<file path="src/rtl/fft_stage_sequencer_pkg.sv">
// Shared constants for the FFT stage sequencer: FSM state encodings and
// default pipeline latencies.
package fft_seq_pkg;
  localparam int BF_LAT_DEF = 4;
  localparam int RD_LAT_DEF = 1;

  localparam logic [1:0] S_IDLE  = 2'd0;
  localparam logic [1:0] S_ISSUE = 2'd1;
  localparam logic [1:0] S_DRAIN = 2'd2;
  localparam logic [1:0] S_DONE  = 2'd3;
endpackage

</file>
<file path="src/rtl/fft_stage_sequencer_if.sv">
// Control/memory bus of the FFT stage sequencer. The master side is the FFT
// top level (en/start); the slave side is the sequencer itself.
// Optional macro FFT_SEQ_CYCLE_CNT_EN adds the 16-bit cycle_cnt signal.
interface fft_stage_sequencer_if #(
  parameter int LOG2N = 3
);
  localparam int SW = $clog2(LOG2N);

  logic             en;
  logic             start;
  logic             busy;
  logic             done;
  logic [SW-1:0]    stage;
  logic             rd_en;
  logic [LOG2N-1:0] rd_addr0;
  logic [LOG2N-1:0] rd_addr1;
  logic [LOG2N-2:0] tw_idx;
  logic             wr_en;
  logic [LOG2N-1:0] wr_addr0;
  logic [LOG2N-1:0] wr_addr1;
`ifdef FFT_SEQ_CYCLE_CNT_EN
  logic [15:0]      cycle_cnt;
`endif

  modport master (
`ifdef FFT_SEQ_CYCLE_CNT_EN
    input  cycle_cnt,
`endif
    output en, start,
    input  busy, done, stage, rd_en, rd_addr0, rd_addr1, tw_idx,
    input  wr_en, wr_addr0, wr_addr1
  );

  modport slave (
`ifdef FFT_SEQ_CYCLE_CNT_EN
    output cycle_cnt,
`endif
    input  en, start,
    output busy, done, stage, rd_en, rd_addr0, rd_addr1, tw_idx,
    output wr_en, wr_addr0, wr_addr1
  );
endinterface

</file>
<file path="src/rtl/fft_stage_sequencer_addr_gen.sv">
// Radix-2 DIT butterfly address generator: maps (stage, butterfly index)
// to the upper/lower leg addresses and the twiddle ROM index.
module fft_addr_gen #(
  parameter int LOG2N = 3,
  parameter int SW    = $clog2(LOG2N)
) (
  input  logic [SW-1:0]    stage_i,
  input  logic [LOG2N-2:0] b_i,
  output logic [LOG2N-1:0] addr0_o,
  output logic [LOG2N-1:0] addr1_o,
  output logic [LOG2N-2:0] tw_idx_o
);
  localparam int SHW = SW + 1;
  localparam int BW  = LOG2N - 1;

  logic [LOG2N-1:0] bx, half, pos, grp, a0;
  logic [SHW-1:0]   sh;

  // Split b into group/position within the current butterfly span; the lower
  // leg differs from the upper only in bit 'stage', so OR suffices.
  always_comb begin
    bx       = {1'b0, b_i};
    half     = LOG2N'(1) << stage_i;
    pos      = bx & (half - LOG2N'(1));
    grp      = bx >> stage_i;
    a0       = ((grp << stage_i) << 1) | pos;
    sh       = SHW'(LOG2N - 1) - {1'b0, stage_i};
    addr0_o  = a0;
    addr1_o  = a0 | half;
    tw_idx_o = BW'(pos << sh);
  end
endmodule

</file>
<file path="src/rtl/fft_stage_sequencer.sv">
// In-place radix-2 DIT FFT stage sequencer. Issues one butterfly read per
// enabled cycle, delays {addr pair, valid} by RD_LAT+BF_LAT to form the
// write-back, and drains that delay line before starting the next stage.
// Optional macro FFT_SEQ_CYCLE_CNT_EN adds a saturating 16-bit busy-cycle
// counter on bus.cycle_cnt.
module fft_stage_sequencer
  import fft_seq_pkg::*;
#(
  parameter int LOG2N  = 3,
  parameter int RD_LAT = RD_LAT_DEF,
  parameter int BF_LAT = BF_LAT_DEF
) (
  input  logic                  clk,
  input  logic                  rst_n,
  fft_stage_sequencer_if.slave  bus
);
  localparam int N        = 1 << LOG2N;
  localparam int HALF_N   = N / 2;
  localparam int PIPE_LAT = RD_LAT + BF_LAT;
  localparam int SW       = $clog2(LOG2N);
  localparam int BW       = LOG2N - 1;

  logic [1:0]    state_q, state_d;
  logic [SW-1:0] stage_q, stage_d;
  logic [BW-1:0] b_q, b_d;

  logic [PIPE_LAT-1:0]            vld_pipe_q;
  logic [PIPE_LAT-1:0][LOG2N-1:0] a0_pipe_q, a1_pipe_q;

  logic             issue;
  logic [LOG2N-1:0] ag_a0, ag_a1;
  logic [LOG2N-2:0] ag_tw;

  fft_addr_gen #(.LOG2N(LOG2N), .SW(SW)) u_addr_gen (
    .stage_i  (stage_q),
    .b_i      (b_q),
    .addr0_o  (ag_a0),
    .addr1_o  (ag_a1),
    .tw_idx_o (ag_tw)
  );

  // Next-state: issue HALF_N butterflies, then wait for the delay line to
  // empty so the next stage never reads a location still being written.
  always_comb begin
    state_d = state_q;
    stage_d = stage_q;
    b_d     = b_q;
    case (state_q)
      S_IDLE: begin
        if (bus.start) begin
          state_d = S_ISSUE;
          stage_d = '0;
          b_d     = '0;
        end
      end
      S_ISSUE: begin
        b_d = b_q + BW'(1);
        if (b_q == BW'(HALF_N - 1)) state_d = S_DRAIN;
      end
      S_DRAIN: begin
        if (vld_pipe_q == '0) begin
          if (stage_q == SW'(LOG2N - 1)) begin
            state_d = S_DONE;
          end else begin
            stage_d = stage_q + SW'(1);
            state_d = S_ISSUE;
          end
        end
      end
      S_DONE:  state_d = S_IDLE;
      default: state_d = S_IDLE;
    endcase
  end

  // FSM registers; en=0 freezes everything.
  always_ff @(posedge clk or negedge rst_n) begin
    if (!rst_n) begin
      state_q <= S_IDLE;
      stage_q <= '0;
      b_q     <= '0;
    end else if (bus.en) begin
      state_q <= state_d;
      stage_q <= stage_d;
      b_q     <= b_d;
    end
  end

  assign issue = (state_q == S_ISSUE);

  // Read-side outputs are zero outside ISSUE so idle/reset shows clean zeros.
  assign bus.rd_en    = issue;
  assign bus.rd_addr0 = issue ? ag_a0 : '0;
  assign bus.rd_addr1 = issue ? ag_a1 : '0;
  assign bus.tw_idx   = issue ? ag_tw : '0;

  // Write-back delay line: read pair and strobe shifted PIPE_LAT enabled cycles.
  always_ff @(posedge clk or negedge rst_n) begin
    if (!rst_n) begin
      vld_pipe_q <= '0;
      a0_pipe_q  <= '0;
      a1_pipe_q  <= '0;
    end else if (bus.en) begin
      vld_pipe_q <= {vld_pipe_q[PIPE_LAT-2:0], bus.rd_en};
      a0_pipe_q  <= {a0_pipe_q[PIPE_LAT-2:0], bus.rd_addr0};
      a1_pipe_q  <= {a1_pipe_q[PIPE_LAT-2:0], bus.rd_addr1};
    end
  end

  assign bus.wr_en    = vld_pipe_q[PIPE_LAT-1];
  assign bus.wr_addr0 = a0_pipe_q[PIPE_LAT-1];
  assign bus.wr_addr1 = a1_pipe_q[PIPE_LAT-1];

  assign bus.busy  = (state_q != S_IDLE);
  assign bus.done  = (state_q == S_DONE);
  assign bus.stage = stage_q;

`ifdef FFT_SEQ_CYCLE_CNT_EN
  logic [15:0] cnt_q;

  // Busy-cycle counter: cleared by an accepted start, saturating, held when idle.
  always_ff @(posedge clk or negedge rst_n) begin
    if (!rst_n) begin
      cnt_q <= '0;
    end else if (bus.en) begin
      if (state_q == S_IDLE && bus.start)
        cnt_q <= '0;
      else if (state_q != S_IDLE && cnt_q != 16'hFFFF)
        cnt_q <= cnt_q + 16'd1;
    end
  end

  assign bus.cycle_cnt = cnt_q;
`endif
endmodule

</file>
<file path="src/flat_wrapper.sv">
// flat-port wrapper written by rule: the top's interface ports become plain ports
module fft_stage_sequencer_flat import fft_seq_pkg::*;
#(
  parameter int LOG2N  = 3,
  parameter int RD_LAT = RD_LAT_DEF,
  parameter int BF_LAT = BF_LAT_DEF
)
  (clk, rst_n, bus_en, bus_start, bus_busy, bus_done, bus_stage, bus_rd_en, bus_rd_addr0, bus_rd_addr1, bus_tw_idx, bus_wr_en, bus_wr_addr0, bus_wr_addr1);
  fft_stage_sequencer_if #(.LOG2N(LOG2N)) bus_i ();
  input  logic clk;
  input  logic rst_n;
  input wire logic [$bits(bus_i.en)-1:0] bus_en;
  input wire logic [$bits(bus_i.start)-1:0] bus_start;
  output wire logic [$bits(bus_i.busy)-1:0] bus_busy;
  output wire logic [$bits(bus_i.done)-1:0] bus_done;
  output wire logic [$bits(bus_i.stage)-1:0] bus_stage;
  output wire logic [$bits(bus_i.rd_en)-1:0] bus_rd_en;
  output wire logic [$bits(bus_i.rd_addr0)-1:0] bus_rd_addr0;
  output wire logic [$bits(bus_i.rd_addr1)-1:0] bus_rd_addr1;
  output wire logic [$bits(bus_i.tw_idx)-1:0] bus_tw_idx;
  output wire logic [$bits(bus_i.wr_en)-1:0] bus_wr_en;
  output wire logic [$bits(bus_i.wr_addr0)-1:0] bus_wr_addr0;
  output wire logic [$bits(bus_i.wr_addr1)-1:0] bus_wr_addr1;
  assign bus_i.en = bus_en;
  assign bus_i.start = bus_start;
  assign bus_busy = bus_i.busy;
  assign bus_done = bus_i.done;
  assign bus_stage = bus_i.stage;
  assign bus_rd_en = bus_i.rd_en;
  assign bus_rd_addr0 = bus_i.rd_addr0;
  assign bus_rd_addr1 = bus_i.rd_addr1;
  assign bus_tw_idx = bus_i.tw_idx;
  assign bus_wr_en = bus_i.wr_en;
  assign bus_wr_addr0 = bus_i.wr_addr0;
  assign bus_wr_addr1 = bus_i.wr_addr1;
  fft_stage_sequencer #(.LOG2N(LOG2N), .RD_LAT(RD_LAT), .BF_LAT(BF_LAT)) u_core (.clk(clk), .rst_n(rst_n), .bus(bus_i));
endmodule
</file>
<file path="config.mk">
export PLATFORM = sky130hd
export DESIGN_NAME = fft_stage_sequencer_flat
export DESIGN_NICKNAME = d
export VERILOG_FILES = /design/src/rtl/fft_stage_sequencer_pkg.sv /design/src/rtl/fft_stage_sequencer_if.sv /design/src/rtl/fft_stage_sequencer_addr_gen.sv /design/src/rtl/fft_stage_sequencer.sv /design/src/flat_wrapper.sv
export SDC_FILE = /design/constraint.sdc
export NUM_CORES = 1
export LEC_CHECK = 0
export ABC_AREA = 1
export BUFFER_PORTS_ARGS = -buffer_cell sky130_fd_sc_hd__clkbuf_2
export CELL_PAD_IN_SITES_DETAIL_PLACEMENT = 2
export CELL_PAD_IN_SITES_GLOBAL_PLACEMENT = 2
export CORE_MARGIN = 2
export CORE_UTILIZATION = 31
export DETAILED_ROUTE_END_ITERATION = 10
export HOLD_SLACK_MARGIN = 0.06
export PLACE_DENSITY = 0.81
export SYNTH_ARGS = -nofsm -noshare
export SYNTH_HDL_FRONTEND = slang
export SYNTH_HIERARCHICAL = 1
export SYNTH_SLANG_ARGS = --single-unit
</file>
<file path="constraint.sdc">
create_clock -name clk -period 4.9 [get_ports clk]
set_input_delay 0.98 -clock clk [delete_from_list [all_inputs] [get_ports clk]]
set_output_delay 0.98 -clock clk [all_outputs]
set_load 0.02 [all_outputs]
</file>
==> qor.yml, run 1 <==
vdd_drop_max_mv: 0.238
std_cell_rows: 29
clock_tree_root: "clkbuf_8"
setup_violations: 0
die-height_um: 83.8
finish.net_count: 274
max_slew_margin: 0.301
hold_depth: 2
gp_congestion: 0.730
hold_viol_final: 0
slew_viol_final: 0
grt.met1_usage: 0.173
synthMostInstantiatedCell: "nand2_1"
netlist-cell-type-count: 23
grt_util_met3: 0.0366
synthesis.instances: 250
fin_worst_skew_ps: 3.65
cts_htree_levels: 2
n_fill_cell: 760
post_cts_buffers: 0
number_of_enable_flip_flop_cells_after_synthesis: 0
place.detailed.hpwl_um: 3140
drt_pre_antenna_iters: 4
powerDensity_mw_per_mm2: 536
violation_count_after_the_first_detailed_route_iteration: 70
insertion_delay_ps: 290
slowest_delay_ps: 510
period_needed_ps: 2990
worst_path_dominant_cell_family: "flip-flops"
layout_worst_path_cycle_share: 0.610
pin_count_of_the_biggest_net_entering_global_routing: 42
avgSynthCellArea_um2: 7.89
timing.setup.tns_ps: 0
ys.warnings.count: 6
tritoncts.num_buffers: 5
crit_fanout: 9
cp_data_arrival_time_ps: 2010
port_buffers: 23
critical_path.startpoint_type: "flip-flop"
timing.critical_path.mode_cell: "nand2_1"
grt_util_met2: 0.264
vias_in_the_first_global_route: 1805
start_util: 0.316
rsz0062_at_grt: "false"
residual_overflow_from_global_routing: 0
placeableCoreArea_mm2: 0.00624
synthTopCellsByCount: "nand2_1 (112), dfrtp_1 (41), inv_1 (29), nor2_1 (13), o21ai_0 (8)"
detail_route.wl_per_cell_um: 13.2
drc: 0
cp_cell_sequence: "inv_1 > ha_1 > nor2_2 > nand2_1 > nand2_1 > nand2_1 > a21oi_2 > inv_1 > nor2_1 > clkbuf_2"
clk_transition_reported_paths_ps: 80
worst_hold_path.endpoint: "u_core/bus.wr_addr1[0]"
die_area_mm2: 0.00702
syn-cell-area_mm2: 0.00197
postSynth.asyncResetShare: 1.00
dr_total_vias: 1592
maxCapViolCount: 0
fmax_mhz: 334
top_usage_layer_grt: "met2"
tritoncts_clock_tree: "yes"
tightest_slew_ps: 1050
multiInputGateArea_um2: 732
drive_gt1_frac: 0.162
crit_type: "flip-flop to primary output"
post_cts_resized: 0
status: "finished, final reports clean"
antenna_found_initial: 0
clock_sinks: 41
layout.area.seq_mm2: 0.00103
cts.path.max_buffers: 2
pre_cts_slack_ps: 2020
total_power_mw: 1.17
top_level_ports: 24
ys.flop_type: "dfrtp_1"
synth_top_cells_by_area: "dfrtp_1 (52%), nand2_1 (21%), inv_1 (5.5%)"
wirelength_um: 4530
synth_fp_nets: 259
worst_path_max_delay_cell: "dfrtp_1"
post_synthesis_to_final_layout_area_growth_pct: 10.6
reg2reg_from: "u_core/bus.stage[0]"
critical_path.n_buffers_inverters: 3
holdCritPathClass: "flip-flop to flip-flop"
grt_first_pass_wirelength_um: 8310
reg_to_reg_setup_timing_slack_ps: 3160
cts_hold_buffers: 0
reg2regPathDepth: 12
endpoint_kind: "primary output"
post-synth-top-area-fraction: 0.520
timing.rr.end: "u_core/a1_pipe_q[1]"
die_w_um: 83.8
static-leakage-power_nw: 1.22
final_worst_slack_ps: 1910
antenna_cells_inserted: 0
post_drt_via_cell_ratio: 4.64
cp_data_required_time_ps: 3920
synth.largest_area_cell: "dfrtp_1"
min-delay-start: "u_core/bus.wr_addr1[0]"
drt.antenna.violating_nets: 0
seq_area_frac_synth: 0.520
grt_util_all_layers: 0.146
synth.ff_latch_count: 41
## through the flow
stage | util | std cells | cell area [um^2] | hold WS [ps]
after CTS | 0.350 | 343 | 2180 | 488
after detailed placement | 0.334 | 335 | 2090 | 467
after global routing | 0.350 | 343 | 2180 | 509
final | 0.350 | 343 | 2180 | 478
after floorplan | - | 250 | 1970 | 442
after global placement | 0.334 | 335 | 2090 | 453
## flip-flops by register name, summed over array words and instances, names as in the netlist
| signal | flops |
|---|---|
| u_core/a0_pipe_q | 12 |
| u_core/a1_pipe_q | 12 |
| u_core/b_q | 2 |
| u_core/bus.stage | 2 |
| u_core/bus.wr_addr0 | 3 |
| u_core/bus.wr_addr1 | 3 |
| u_core/state_q | 2 |
| u_core/vld_pipe_q | 5 |
## power breakdown
group	internal, mW	switching [mW]
clock	0.114	0.125
sequential	0.438	0.0782
combinational	0.135	0.280
total	0.687	0.483
## tightest hold or removal path, stage by stage, from the launching register on
cell and delay [ps]:
dfrtp_1 350, nand2_1 50, nand2_1 50
## worst max path at each step
stage	startpoint	to	slack (ps)	cells past startpoint
2_1_floorplan	u_core/bus.stage[0]	bus_tw_idx[1]	2270	9
3_3_place_gp	bus_en	u_core/state_q[0]	2120	6
3_5_place_dp	bus_en	u_core/state_q[1]	2020	6
4_1_cts	u_core/bus.stage[0]	bus_tw_idx[1]	1830	10
5_1_grt	u_core/bus.stage[0]	bus_tw_idx[1]	1680	10
6_report	u_core/bus.stage[0]	bus_tw_idx[1]	1910	10
## cell families after synthesis
kind of cell / after synthesis / share of synthesized area
fa+ha+maj: 5 / 0.0317
simple gates: 143 / 0.295
compound gates: 15 / 0.0444
flops: 41 / 0.520
buf+inv: 46 / 0.109
## cell type report
cell class	instances	share of cell area
clock buffers	6	0.0378
clock inverters	2	0.00631
inverters	31	0.0533
multi-input cells	163	0.335
flip-flops and latches	41	0.470
well taps	77	0.0442
repair buffers	23	0.0528
## per-layer routing
| metal | wire length, um | vias to the layer above |
|---|---|---|
| met3 | 149 | 3 |
| met5 | 0 | - |
| li1 | - | 775 |
| met1 | 1970 | 792 |
| met2 | 2370 | 22 |
| met4 | 36 | 0 |
## placed cells by master, fill, tap and decap left out, types with 2 or more instances in the layout
cell / Yosys / layout
nand4_1: 5 / 5
ha_1: 5 / 5
nor2_2: 5 / 5
nand3_1: 5 / 5
nand2_1: 112 / 112
o21ai_1: 2 / 2
clkbuf_8: 0 / 6
dfrtp_1: 41 / 41
clkbuf_2: 0 / 23
inv_2: 2 / 2
nor2_1: 13 / 13
o21ai_0: 8 / 8
inv_1: 29 / 29
(Power assumes the default switching activity.)
==> run 2: changes to the inputs <==
==> constraint.sdc (replaced) <==
create_clock -name clk -period 2.8 [get_ports clk]
set_input_delay 0.56 -clock clk [delete_from_list [all_inputs] [get_ports clk]]
set_output_delay 0.56 -clock clk [all_outputs]
set_load 0.02 [all_outputs]
==> qor.yml, run 2 (synthesized netlist as in run 1, its figures left out) <==
critical_path.startpoint_type: "flip-flop"
antenna_cells_inserted: 0  # unchanged
antenna_found_initial: 0  # unchanged
placeableCoreArea_mm2: 0.00624  # unchanged
post-place-cells: 338  # +0.90%
layout_top_registers: "u_core/a0_pipe_q x12, u_core/a1_pipe_q x12, u_core/vld_pipe_q x5"
holdCritPathClass: "primary input to async pin"
slew_viol_final: 0  # unchanged
status: "finished, final reports clean"
clock_sinks: 41  # unchanged
residual_overflow_from_global_routing: 0  # unchanged
worst_path_max_delay_cell: "dfrtp_2"
final_core_utilization: 0.351  # +0.00160
total_power_mw: 2.01  # +72%
reg2reg_from: "u_core/bus.stage[0]"
clk_transition_reported_paths_ps: 80  # about the same
detailed_place.area_mm2: 0.00211  # +1.1%
place.detailed.hpwl_um: 3220  # +2.6%
cp_cell_sequence: "inv_1 > ha_1 > inv_1 > nand2_1 > nand3_1 > o21ai_2 > inv_1 > nand2_1 > inv_1 > nor2_2 > clkbuf_2"
cts_htree_levels: 2  # unchanged
cts_hold_buffers: 0  # unchanged
worstSetupEndpoint: "bus_rd_addr1[1]"
period_needed_ps: 2540
final_worst_slack_ps: 257  # -1650 ps
wirelength_um: 4560  # +0.71%
timing.rr.end: "u_core/a1_pipe_q[1]"
crit_fanout: 9  # unchanged
post_cts_buffers: 0  # unchanged
reg_to_reg_setup_timing_slack_ps: 1110  # -2050 ps
drive_gt1_frac: 0.171  # +0.00935
top_level_ports: 24  # unchanged
pin_count_of_the_biggest_net_entering_global_routing: 42  # unchanged
timing.critical_path.mode_cell: "inv_1"
clock_tree_root: "clkbuf_8"
post_synthesis_to_final_layout_area_growth_pct: 11.1
finish.net_count: 277  # +1.1%
crit_type: "flip-flop to primary output"
layout_worst_path_cycle_share: 0.908
insertion_delay_ps: 290  # about the same
cp_data_required_time_ps: 2240  # -1680 ps
die_w_um: 83.8  # unchanged
max_slew_margin: 0.638  # +0.337
layout.cells.most_common_list: "nand2_1 (112), dfrtp_1 (40), inv_1 (29)"
timing.setup.tns_ps: 0  # unchanged
start_util: 0.316  # unchanged
drc: 0  # unchanged
endpoint_kind: "primary output"
worst_path_dominant_cell_family: "buffers and inverters"
crit_cells: 11  # +1
powerDensity_mw_per_mm2: 918  # +71%
fmax_mhz: 393
grt_util_all_layers: 0.141  # -0.00500
setup_violations: 0  # unchanged
pre_cts_slack_ps: 534  # -1490 ps
reg2regPathDepth: 12  # unchanged
violation_count_after_the_first_detailed_route_iteration: 108  # +54%
detail_route.wl_per_cell_um: 13.2  # -0.17%
slowest_delay_ps: 480  # -30 ps
die_area_mm2: 0.00702  # unchanged
most_common_cell_after_layout_fill_and_taps_aside: "nand2_1"
die-height_um: 83.8  # unchanged
post_drt_via_cell_ratio: 4.60  # -0.87%
dr_total_vias: 1592  # unchanged
layout.cell_area.non_filler_mm2: 0.00219  # +0.46%
hold_viol_final: 0  # unchanged
drt.antenna.violating_nets: 0  # unchanged
tritoncts_clock_tree: "yes"
tightest_slew_ps: 543  # -505 ps
static-leakage-power_nw: 1.22  # +0.55%
cts.path.max_buffers: 2  # unchanged
fin_worst_skew_ps: 6.66  # +3.01 ps
std_cell_rows: 29  # unchanged
timing.hold.ws_ps: 325  # -154 ps
rsz0062_at_grt: "false"
n_fill_cell: 765  # +0.66%
finalNonFillerCells: 346  # +0.87%
tritoncts.num_buffers: 5  # unchanged
vias_in_the_first_global_route: 1641  # -9.1%
maxCapViolCount: 0  # unchanged
vdd_drop_max_mv: 0.388  # +63%
port_buffers: 23  # unchanged
cp_data_arrival_time_ps: 1980  # -30 ps
grt_first_pass_wirelength_um: 7870  # -5.2%
setup.worst_path.start: "u_core/bus.stage[0]"
drt_pre_antenna_iters: 4  # unchanged
critical_path.n_buffers_inverters: 5  # +2
gp_congestion: 0.716  # -1.9%
==> run 2: worst min path at each step <==
stage | start | endpoint | slack [ps] | depth (start not counted)
3_5_place_dp | u_core/bus.wr_addr0[2] | u_core/bus.wr_addr0[2] | 460 | 2
3_3_place_gp | u_core/bus.wr_addr0[2] | u_core/bus.wr_addr0[2] | 450 | 2
6_report | rst_n | u_core/bus.wr_addr1[0] | 320 | 2
5_1_grt | rst_n | u_core/bus.wr_addr1[0] | 380 | 2
2_1_floorplan | rst_n | u_core/a0_pipe_q[0] | 260 | 0
4_1_cts | rst_n | u_core/a1_pipe_q[10] | 350 | 2
==> run 2: layer usage <==
metal,part of all wire,global-route usage,vias up
met1,0.44,0.173,785
met3,0.030,0.0297,6
li1,-,-,779
met4,0.014,0.0440,0
met5,0,0,-
met2,0.52,0.247,22
==> run 2: cell type report <==
type	count	area, um^2	share of cell area
Clock buffer	6	72.6	0.0331
Tap cell	77	96.3	0.0439
Inverter	31	116	0.0531
Clock inverter	2	10.0	0.00457
Multi-Input combinational cell	163	732	0.334
Sequential cell	41	1030	0.469
Timing Repair Buffer	26	138	0.0628
==> run 2: report_power, final <==
| group | internal, mW | switching, mW | leakage (nW) |
|---|---|---|---|
| logic | 0.240 | 0.490 | 0.627 |
| registers | 0.767 | 0.135 | 0.551 |
| clock network | 0.173 | 0.206 | 0.0450 |
| total | 1.18 | 0.831 | 1.22 |
==> run 2: repair_timing <==
item / 4_1_cts / 5_1_grt
hold endpoints to repair: 0 / 0
gates resized for setup: 0 / 1
endpoints found under the setup margin: 0 / 1
